--- src/rtl/inst_encoder_if.sv ---
`default_nettype none
// ============================================================================
//  Module      : inst_encoder_if
//  Description : Valid/ready handshake bundle for the RISC-V instruction
//                encoder. The field side feeds decoded fields in, and the
//                word side returns the packed 32-bit instruction word.
//  Revision    : 1.0 - initial release
// ============================================================================
interface inst_encoder_if;
    // Field-side handshake and payload
    logic        in_valid;
    logic        in_ready;
    logic [6:0]  in_opcode;
    logic [4:0]  in_rd;
    logic [4:0]  in_rs1;
    logic [4:0]  in_rs2;
    logic [2:0]  in_funct3;
    logic [6:0]  in_funct7;
    logic [31:0] in_imm;

    // Word-side handshake and payload
    logic        out_valid;
    logic        out_ready;
    logic [31:0] out_inst;
    logic        out_err;

    // Seen from the encoder
    modport slave (
        input  in_valid, in_opcode, in_rd, in_rs1, in_rs2, in_funct3,
               in_funct7, in_imm, out_ready,
        output in_ready, out_valid, out_inst, out_err
    );

    // Seen from the surrounding producer/consumer
    modport master (
        output in_valid, in_opcode, in_rd, in_rs1, in_rs2, in_funct3,
               in_funct7, in_imm, out_ready,
        input  in_ready, out_valid, out_inst, out_err
    );
endinterface
`default_nettype wire

--- src/rtl/inst_encoder.sv ---
`default_nettype none
// ============================================================================
//  Module      : inst_encoder
//  Description : Packs decoded RISC-V fields into a 32-bit instruction word,
//                scattering the immediate into the I/S/B/U/J layouts.
//                Two-stage valid/ready pipeline, one word per cycle.
//                Optional macro INST_ENC_IMM_CHECK_EN adds an immediate
//                range check that raises out_err (word still emitted).
//  Revision    : 1.0 - initial release
// ============================================================================
module inst_encoder #(
    parameter int CNT_W = 16
) (
    input  wire logic             clk,
    input  wire logic             rst,
    inst_encoder_if.slave         bus,
    output logic [CNT_W-1:0]      inst_count,
    output logic                  busy
);

    localparam logic [6:0] c_OP_LOAD   = 7'b0000011;
    localparam logic [6:0] c_OP_IMM    = 7'b0010011;
    localparam logic [6:0] c_OP_JALR   = 7'b1100111;
    localparam logic [6:0] c_OP_FLW    = 7'b0000111;
    localparam logic [6:0] c_OP_STORE  = 7'b0100011;
    localparam logic [6:0] c_OP_FSW    = 7'b0100111;
    localparam logic [6:0] c_OP_BRANCH = 7'b1100011;
    localparam logic [6:0] c_OP_AUIPC  = 7'b0010111;
    localparam logic [6:0] c_OP_LUI    = 7'b0110111;
    localparam logic [6:0] c_OP_JAL    = 7'b1101111;
    localparam logic [6:0] c_OP_REG    = 7'b0110011;
    localparam logic [6:0] c_OP_FP     = 7'b1010011;
    localparam logic [6:0] c_OP_SYSTEM = 7'b1110011;

    // Stage 1 field registers
    logic        r_s1_valid;
    logic [6:0]  r_opcode;
    logic [4:0]  r_rd;
    logic [4:0]  r_rs1;
    logic [4:0]  r_rs2;
    logic [2:0]  r_funct3;
    logic [6:0]  r_funct7;
    logic [31:0] r_imm;

    // Stage 2 output registers
    logic             r_out_valid;
    logic [31:0]      r_out_inst;
    logic             r_out_err;
    logic [CNT_W-1:0] r_count;

    logic        w_adv;
    logic        w_accept;
    logic        w_consume;
    logic [31:0] w_inst;
    logic        w_unknown;
    logic        w_err;

    assign w_adv     = !r_out_valid || bus.out_ready;
    assign w_consume = r_out_valid && bus.out_ready;
    assign w_accept  = bus.in_valid && bus.in_ready;

    assign bus.in_ready  = !r_s1_valid || w_adv;
    assign bus.out_valid = r_out_valid;
    assign bus.out_inst  = r_out_inst;
    assign bus.out_err   = r_out_err;
    assign inst_count    = r_count;
    assign busy          = r_s1_valid || r_out_valid;

    // Scatter the stage-1 fields into the layout selected by the opcode
    always_comb begin
        w_inst    = {r_funct7, r_rs2, r_rs1, r_funct3, r_rd, r_opcode};
        w_unknown = 1'b0;
        case (r_opcode)
            c_OP_LOAD, c_OP_IMM, c_OP_JALR, c_OP_FLW:
                w_inst = {r_imm[11:0], r_rs1, r_funct3, r_rd, r_opcode};
            c_OP_STORE, c_OP_FSW:
                w_inst = {r_imm[11:5], r_rs2, r_rs1, r_funct3, r_imm[4:0], r_opcode};
            c_OP_BRANCH:
                w_inst = {r_imm[12], r_imm[10:5], r_rs2, r_rs1, r_funct3,
                          r_imm[4:1], r_imm[11], r_opcode};
            c_OP_AUIPC, c_OP_LUI:
                w_inst = {r_imm[31:12], r_rd, r_opcode};
            c_OP_JAL:
                w_inst = {r_imm[20], r_imm[10:1], r_imm[11], r_imm[19:12], r_rd, r_opcode};
            c_OP_REG, c_OP_FP, c_OP_SYSTEM:
                w_inst = {r_funct7, r_rs2, r_rs1, r_funct3, r_rd, r_opcode};
            default:
                w_unknown = 1'b1;
        endcase
    end

`ifdef INST_ENC_IMM_CHECK_EN
    logic w_range_err;

    // Flag immediates that do not survive truncation into their field
    always_comb begin
        w_range_err = 1'b0;
        case (r_opcode)
            c_OP_LOAD, c_OP_IMM, c_OP_JALR, c_OP_FLW, c_OP_STORE, c_OP_FSW:
                w_range_err = !((&r_imm[31:11]) || !(|r_imm[31:11]));
            c_OP_BRANCH:
                w_range_err = !((&r_imm[31:12]) || !(|r_imm[31:12])) || r_imm[0];
            c_OP_JAL:
                w_range_err = !((&r_imm[31:20]) || !(|r_imm[31:20])) || r_imm[0];
            c_OP_AUIPC, c_OP_LUI:
                w_range_err = |r_imm[11:0];
            default:
                w_range_err = 1'b0;
        endcase
    end

    assign w_err = w_unknown || w_range_err;
`else
    assign w_err = w_unknown;
`endif

    // Stage 1: capture fields on accept, drain when stage 2 takes them
    always_ff @(posedge clk) begin
        if (rst) begin
            r_s1_valid <= 1'b0;
        end else if (w_accept) begin
            r_s1_valid <= 1'b1;
        end else if (w_adv) begin
            r_s1_valid <= 1'b0;
        end
    end

    // Stage 1 payload, no reset needed since it is qualified by r_s1_valid
    always_ff @(posedge clk) begin
        if (w_accept) begin
            r_opcode <= bus.in_opcode;
            r_rd     <= bus.in_rd;
            r_rs1    <= bus.in_rs1;
            r_rs2    <= bus.in_rs2;
            r_funct3 <= bus.in_funct3;
            r_funct7 <= bus.in_funct7;
            r_imm    <= bus.in_imm;
        end
    end

    // Stage 2: register the packed word, hold it while the consumer stalls
    always_ff @(posedge clk) begin
        if (rst) begin
            r_out_valid <= 1'b0;
            r_out_inst  <= 32'd0;
            r_out_err   <= 1'b0;
        end else if (w_adv) begin
            r_out_valid <= r_s1_valid;
            if (r_s1_valid) begin
                r_out_inst <= w_inst;
                r_out_err  <= w_err;
            end
        end
    end

    // Count consumed words, wrapping at the counter width
    always_ff @(posedge clk) begin
        if (rst) begin
            r_count <= '0;
        end else if (w_consume) begin
            r_count <= r_count + 1'b1;
        end
    end

endmodule
`default_nettype wire
--- src/flat_wrapper.sv ---
// flat-port wrapper written by rule: the top's interface ports become plain ports
module inst_encoder_flat 
#(
    parameter int CNT_W = 16
)
  (clk, rst, inst_count, busy, bus_in_valid, bus_in_opcode, bus_in_rd, bus_in_rs1, bus_in_rs2, bus_in_funct3, bus_in_funct7, bus_in_imm, bus_out_ready, bus_in_ready, bus_out_valid, bus_out_inst, bus_out_err);
  inst_encoder_if bus_i ();
  input  wire logic clk;
  input  wire logic rst;
  output logic [CNT_W-1:0] inst_count;
  output logic busy;
  input wire logic [$bits(bus_i.in_valid)-1:0] bus_in_valid;
  input wire logic [$bits(bus_i.in_opcode)-1:0] bus_in_opcode;
  input wire logic [$bits(bus_i.in_rd)-1:0] bus_in_rd;
  input wire logic [$bits(bus_i.in_rs1)-1:0] bus_in_rs1;
  input wire logic [$bits(bus_i.in_rs2)-1:0] bus_in_rs2;
  input wire logic [$bits(bus_i.in_funct3)-1:0] bus_in_funct3;
  input wire logic [$bits(bus_i.in_funct7)-1:0] bus_in_funct7;
  input wire logic [$bits(bus_i.in_imm)-1:0] bus_in_imm;
  input wire logic [$bits(bus_i.out_ready)-1:0] bus_out_ready;
  output wire logic [$bits(bus_i.in_ready)-1:0] bus_in_ready;
  output wire logic [$bits(bus_i.out_valid)-1:0] bus_out_valid;
  output wire logic [$bits(bus_i.out_inst)-1:0] bus_out_inst;
  output wire logic [$bits(bus_i.out_err)-1:0] bus_out_err;
  assign bus_i.in_valid = bus_in_valid;
  assign bus_i.in_opcode = bus_in_opcode;
  assign bus_i.in_rd = bus_in_rd;
  assign bus_i.in_rs1 = bus_in_rs1;
  assign bus_i.in_rs2 = bus_in_rs2;
  assign bus_i.in_funct3 = bus_in_funct3;
  assign bus_i.in_funct7 = bus_in_funct7;
  assign bus_i.in_imm = bus_in_imm;
  assign bus_i.out_ready = bus_out_ready;
  assign bus_in_ready = bus_i.in_ready;
  assign bus_out_valid = bus_i.out_valid;
  assign bus_out_inst = bus_i.out_inst;
  assign bus_out_err = bus_i.out_err;
  inst_encoder #(.CNT_W(CNT_W)) u_core (.clk(clk), .rst(rst), .bus(bus_i), .inst_count(inst_count), .busy(busy));
endmodule
--- config.mk ---
export PLATFORM = sky130hd
export DESIGN_NAME = inst_encoder_flat
export DESIGN_NICKNAME = d
export VERILOG_FILES = /design/src/rtl/inst_encoder_if.sv /design/src/rtl/inst_encoder.sv /design/src/flat_wrapper.sv
export SDC_FILE = /design/constraint.sdc
export NUM_CORES = 1
export LEC_CHECK = 0
export CAP_MARGIN = 30
export CORE_MARGIN = 2
export CORE_UTILIZATION = 50
export CTS_BUF_LIST = sky130_fd_sc_hd__clkbuf_8 sky130_fd_sc_hd__clkbuf_16
export CTS_CLUSTER_DIAMETER = 80
export DETAILED_ROUTE_END_ITERATION = 8
export PLACE_DENSITY = 0.8
export SLEW_MARGIN = 10
export SYNTH_ARGS = -nofsm -noshare
export SYNTH_HDL_FRONTEND = slang
export SYNTH_SLANG_ARGS = --single-unit
--- constraint.sdc ---
create_clock -name clk -period 6.4 [get_ports clk]
set_input_delay 1.28 -clock clk [delete_from_list [all_inputs] [get_ports clk]]
set_output_delay 1.28 -clock clk [all_outputs]
set_load 0.005 [all_outputs]
==> results.ini <==
[cts]
cts_tree=yes
post-cts-setup-buffers=0
htreeDepth=4
cts_root_buf=clkbuf_8
path_clk_slew_ps=50
clock-sinks=115
cts_hold_buf=0
numCtsBuffers=17
clock_latency_ps=520
cts_buffer_depth=2
cts_resized=0

[sta]
clock_skew_ps=9.89
drv_slew=0
period_share=0.608
rsz0062_at_grt=false
timing.setup.tns_ps=0
hold_viol_final=0
period_needed_ps=3890
fmax_mhz=257
slew_headroom=0.415
worst_pin_slew_ps=871
setup_viol_count_final=0

[cells_and_area]
seq_area_um2=2940
num-fill-cells=584
final_common_cell=clkdlybuf4s50_1
multi_input_area_um2=1490
antennaDiodeCount=0
final_nets=570
area_delta_synth_final_pct=41.8
final_cell_mix=clkdlybuf4s50_1, edfxtp_1, dfxtp_1
final_core_util=0.738
drive_above_1_share=0.105

[die]
design.core.area_um2=8810
io_pins=120
die_w_um=99.7
dieArea_um2=9950
die_h_um=99.7
fp-row-count=34
start_util=0.520

[critical_path]
slowest_delay_ps=520
cp_max_fo=6
cp_slowest_cell=clkdlybuf4s50_1
cp_common_cell=clkdlybuf4s50_1
critPathCaptureType=output port
crit_chain=clkdlybuf4s50_1 > nor2b_1 > nand2_1 > clkdlybuf4s50_1
crit_required_ps=5120
worstPathArrival_ps=2610
crit_type=in -> out
worstSetupStartpointType=input port

[global_routing]
grt_overflow=0
grt_util_all_layers=0.232
grt_max_degree=65
antenna_found_initial=0
grt_pass1_wl_um=17800
grt_pass1_vias=3615

[worst_hold_path]
hold_class=reg -> reg

[route]
wl_per_cell_um=17.6
route.vias.total=3543
routed_wl_um=10900
drt_iter0_drc=290
drtPass1Iterations=6
viasPerCell=5.70
ant_nets=0
drc=0

[yosys]
ys_ff_latch=115
synth_top_area_cell=edfxtp_1
synth_fp_nets=451
synthesis.area_um2=4580
synth_cell_types=48
synth-main-ff-cell=edfxtp_1
ys_seq_area_frac=0.642
synth_area_leaders=edfxtp_1, dfxtp_1, a21oi_1
synth_warnings=0
synth_top_area_share=0.419
synth_async_sr_flop_share=0
syn_inst=382
synth_edf_count=64
postSynthAreaPerCell_um2=12.0

[placed_design]
place.gp.congestion=0.784
post-dp-hpwl_um=6950
io_buffer_count=119

[run_status]
status=finished clean

[power]
powerDensity_nw_per_um2=327
leakagePower_nw=2.39
ir_drop_mv=0.231

[run]
drv_cap=0

[registers in the layout (all words and copies together), names as in the netlist]
signal / cells
u_core.r_s1_valid: 1
u_core.r_rd: 5
u_core.r_imm: 32
u_core.inst_count: 16
u_core.r_rs1: 5
u_core.bus.out_valid: 1
u_core.r_funct3: 3
u_core.r_funct7: 7
u_core.bus.out_inst: 32
u_core.r_rs2: 5
u_core.r_opcode: 7
u_core.bus.out_err: 1
[stage by stage]
| stage | instance area, µm² | setup slack [ps] | power, mW | std cells | hold WS, ps |
|---|---|---|---|---|---|
| after floorplan | 4580 | 3030 | 0.918 | 382 | 451 |
| after global placement | 5790 | 2560 | 0.999 | 590 | 447 |
| after detailed placement | 5790 | 2560 | 1.01 | 590 | 453 |
| after CTS | 6500 | 2510 | 2.14 | 622 | 461 |
| after global routing | 6500 | 2430 | 2.19 | 622 | 477 |
| final | 6500 | 2510 | 2.13 | 622 | 457 |
[metal layers]
layer	global-route usage	up-vias	share of wire
met4	0.126	0	0.034
met3	0.0654	31	0.062
met5	0	-	0
met2	0.383	151	0.50
li1	-	1649	-
met1	0.274	1712	0.40
[critical path: cells and delay by family]
family	cells	cell delay [ps]
and+or+nand+nor	2	360
buffers and inverters	2	970
[layout make-up]
class	count	area share
Sequential cell	115	0.453
Multi-Input combinational cell	242	0.229
Timing Repair Buffer	122	0.187
Clock buffer	18	0.0659
Clock inverter	14	0.0433
Tap cell	108	0.0208
Inverter	3	0.00173
[worst paths after layout]
| kind | from | end | slack (ps) | depth (start not counted) |
|---|---|---|---|---|
| hold / removal | u_core.bus.out_inst[6] | u_core.bus.out_inst[6] | 460 | 2 |
| hold reg to reg | u_core.bus.out_inst[6] | u_core.bus.out_inst[6] | 460 | 2 |
| setup reg to reg | u_core.r_opcode[6] | u_core.bus.out_inst[28] | 4100 | 5 |
| setup / recovery | bus_out_ready | bus_in_ready | 2510 | 4 |
[cells in the mapped netlist (2+ instances only)]
master,count
buf_4,2
and2_1,3
or2_2,2
nand3_1,12
a211oi_1,3
a31oi_1,5
xnor2_1,3
nand4_1,6
nand2b_1,2
buf_2,2
nor2b_1,3
or3_1,5
buf_6,3
nor4b_2,6
dfxtp_1,51
clkbuf_1,12
a21oi_1,35
nor3_1,4
a221oi_1,8
o21ai_0,33
nor2_1,31
mux2i_1,12
nand2_1,38
and3_1,4
inv_1,3
clkbuf_8,3
edfxtp_1,64
xor2_1,7
[where the power goes]
part | internal, mW | switching (mW)
registers | 0.823 | 0.0259
logic | 0.0831 | 0.0622
clock network | 0.798 | 0.333
total | 1.70 | 0.421
[cells by family (layout without fill, tap and decap cells)]
group                    count (synthesis)  after routing  synth area share
adder cells (fa/ha/maj)                  1              1           0.00273
AO/OA/AOI/OAI                           91             91             0.119
XOR/XNOR                                10             10            0.0191
multiplexers                            12             12            0.0262
buffers and inverters                   25            157            0.0341
flip-flops                             115            115             0.642
AND/OR/NAND/NOR                        128            128             0.157
Note: power is estimated with default switching activity, not from simulation.
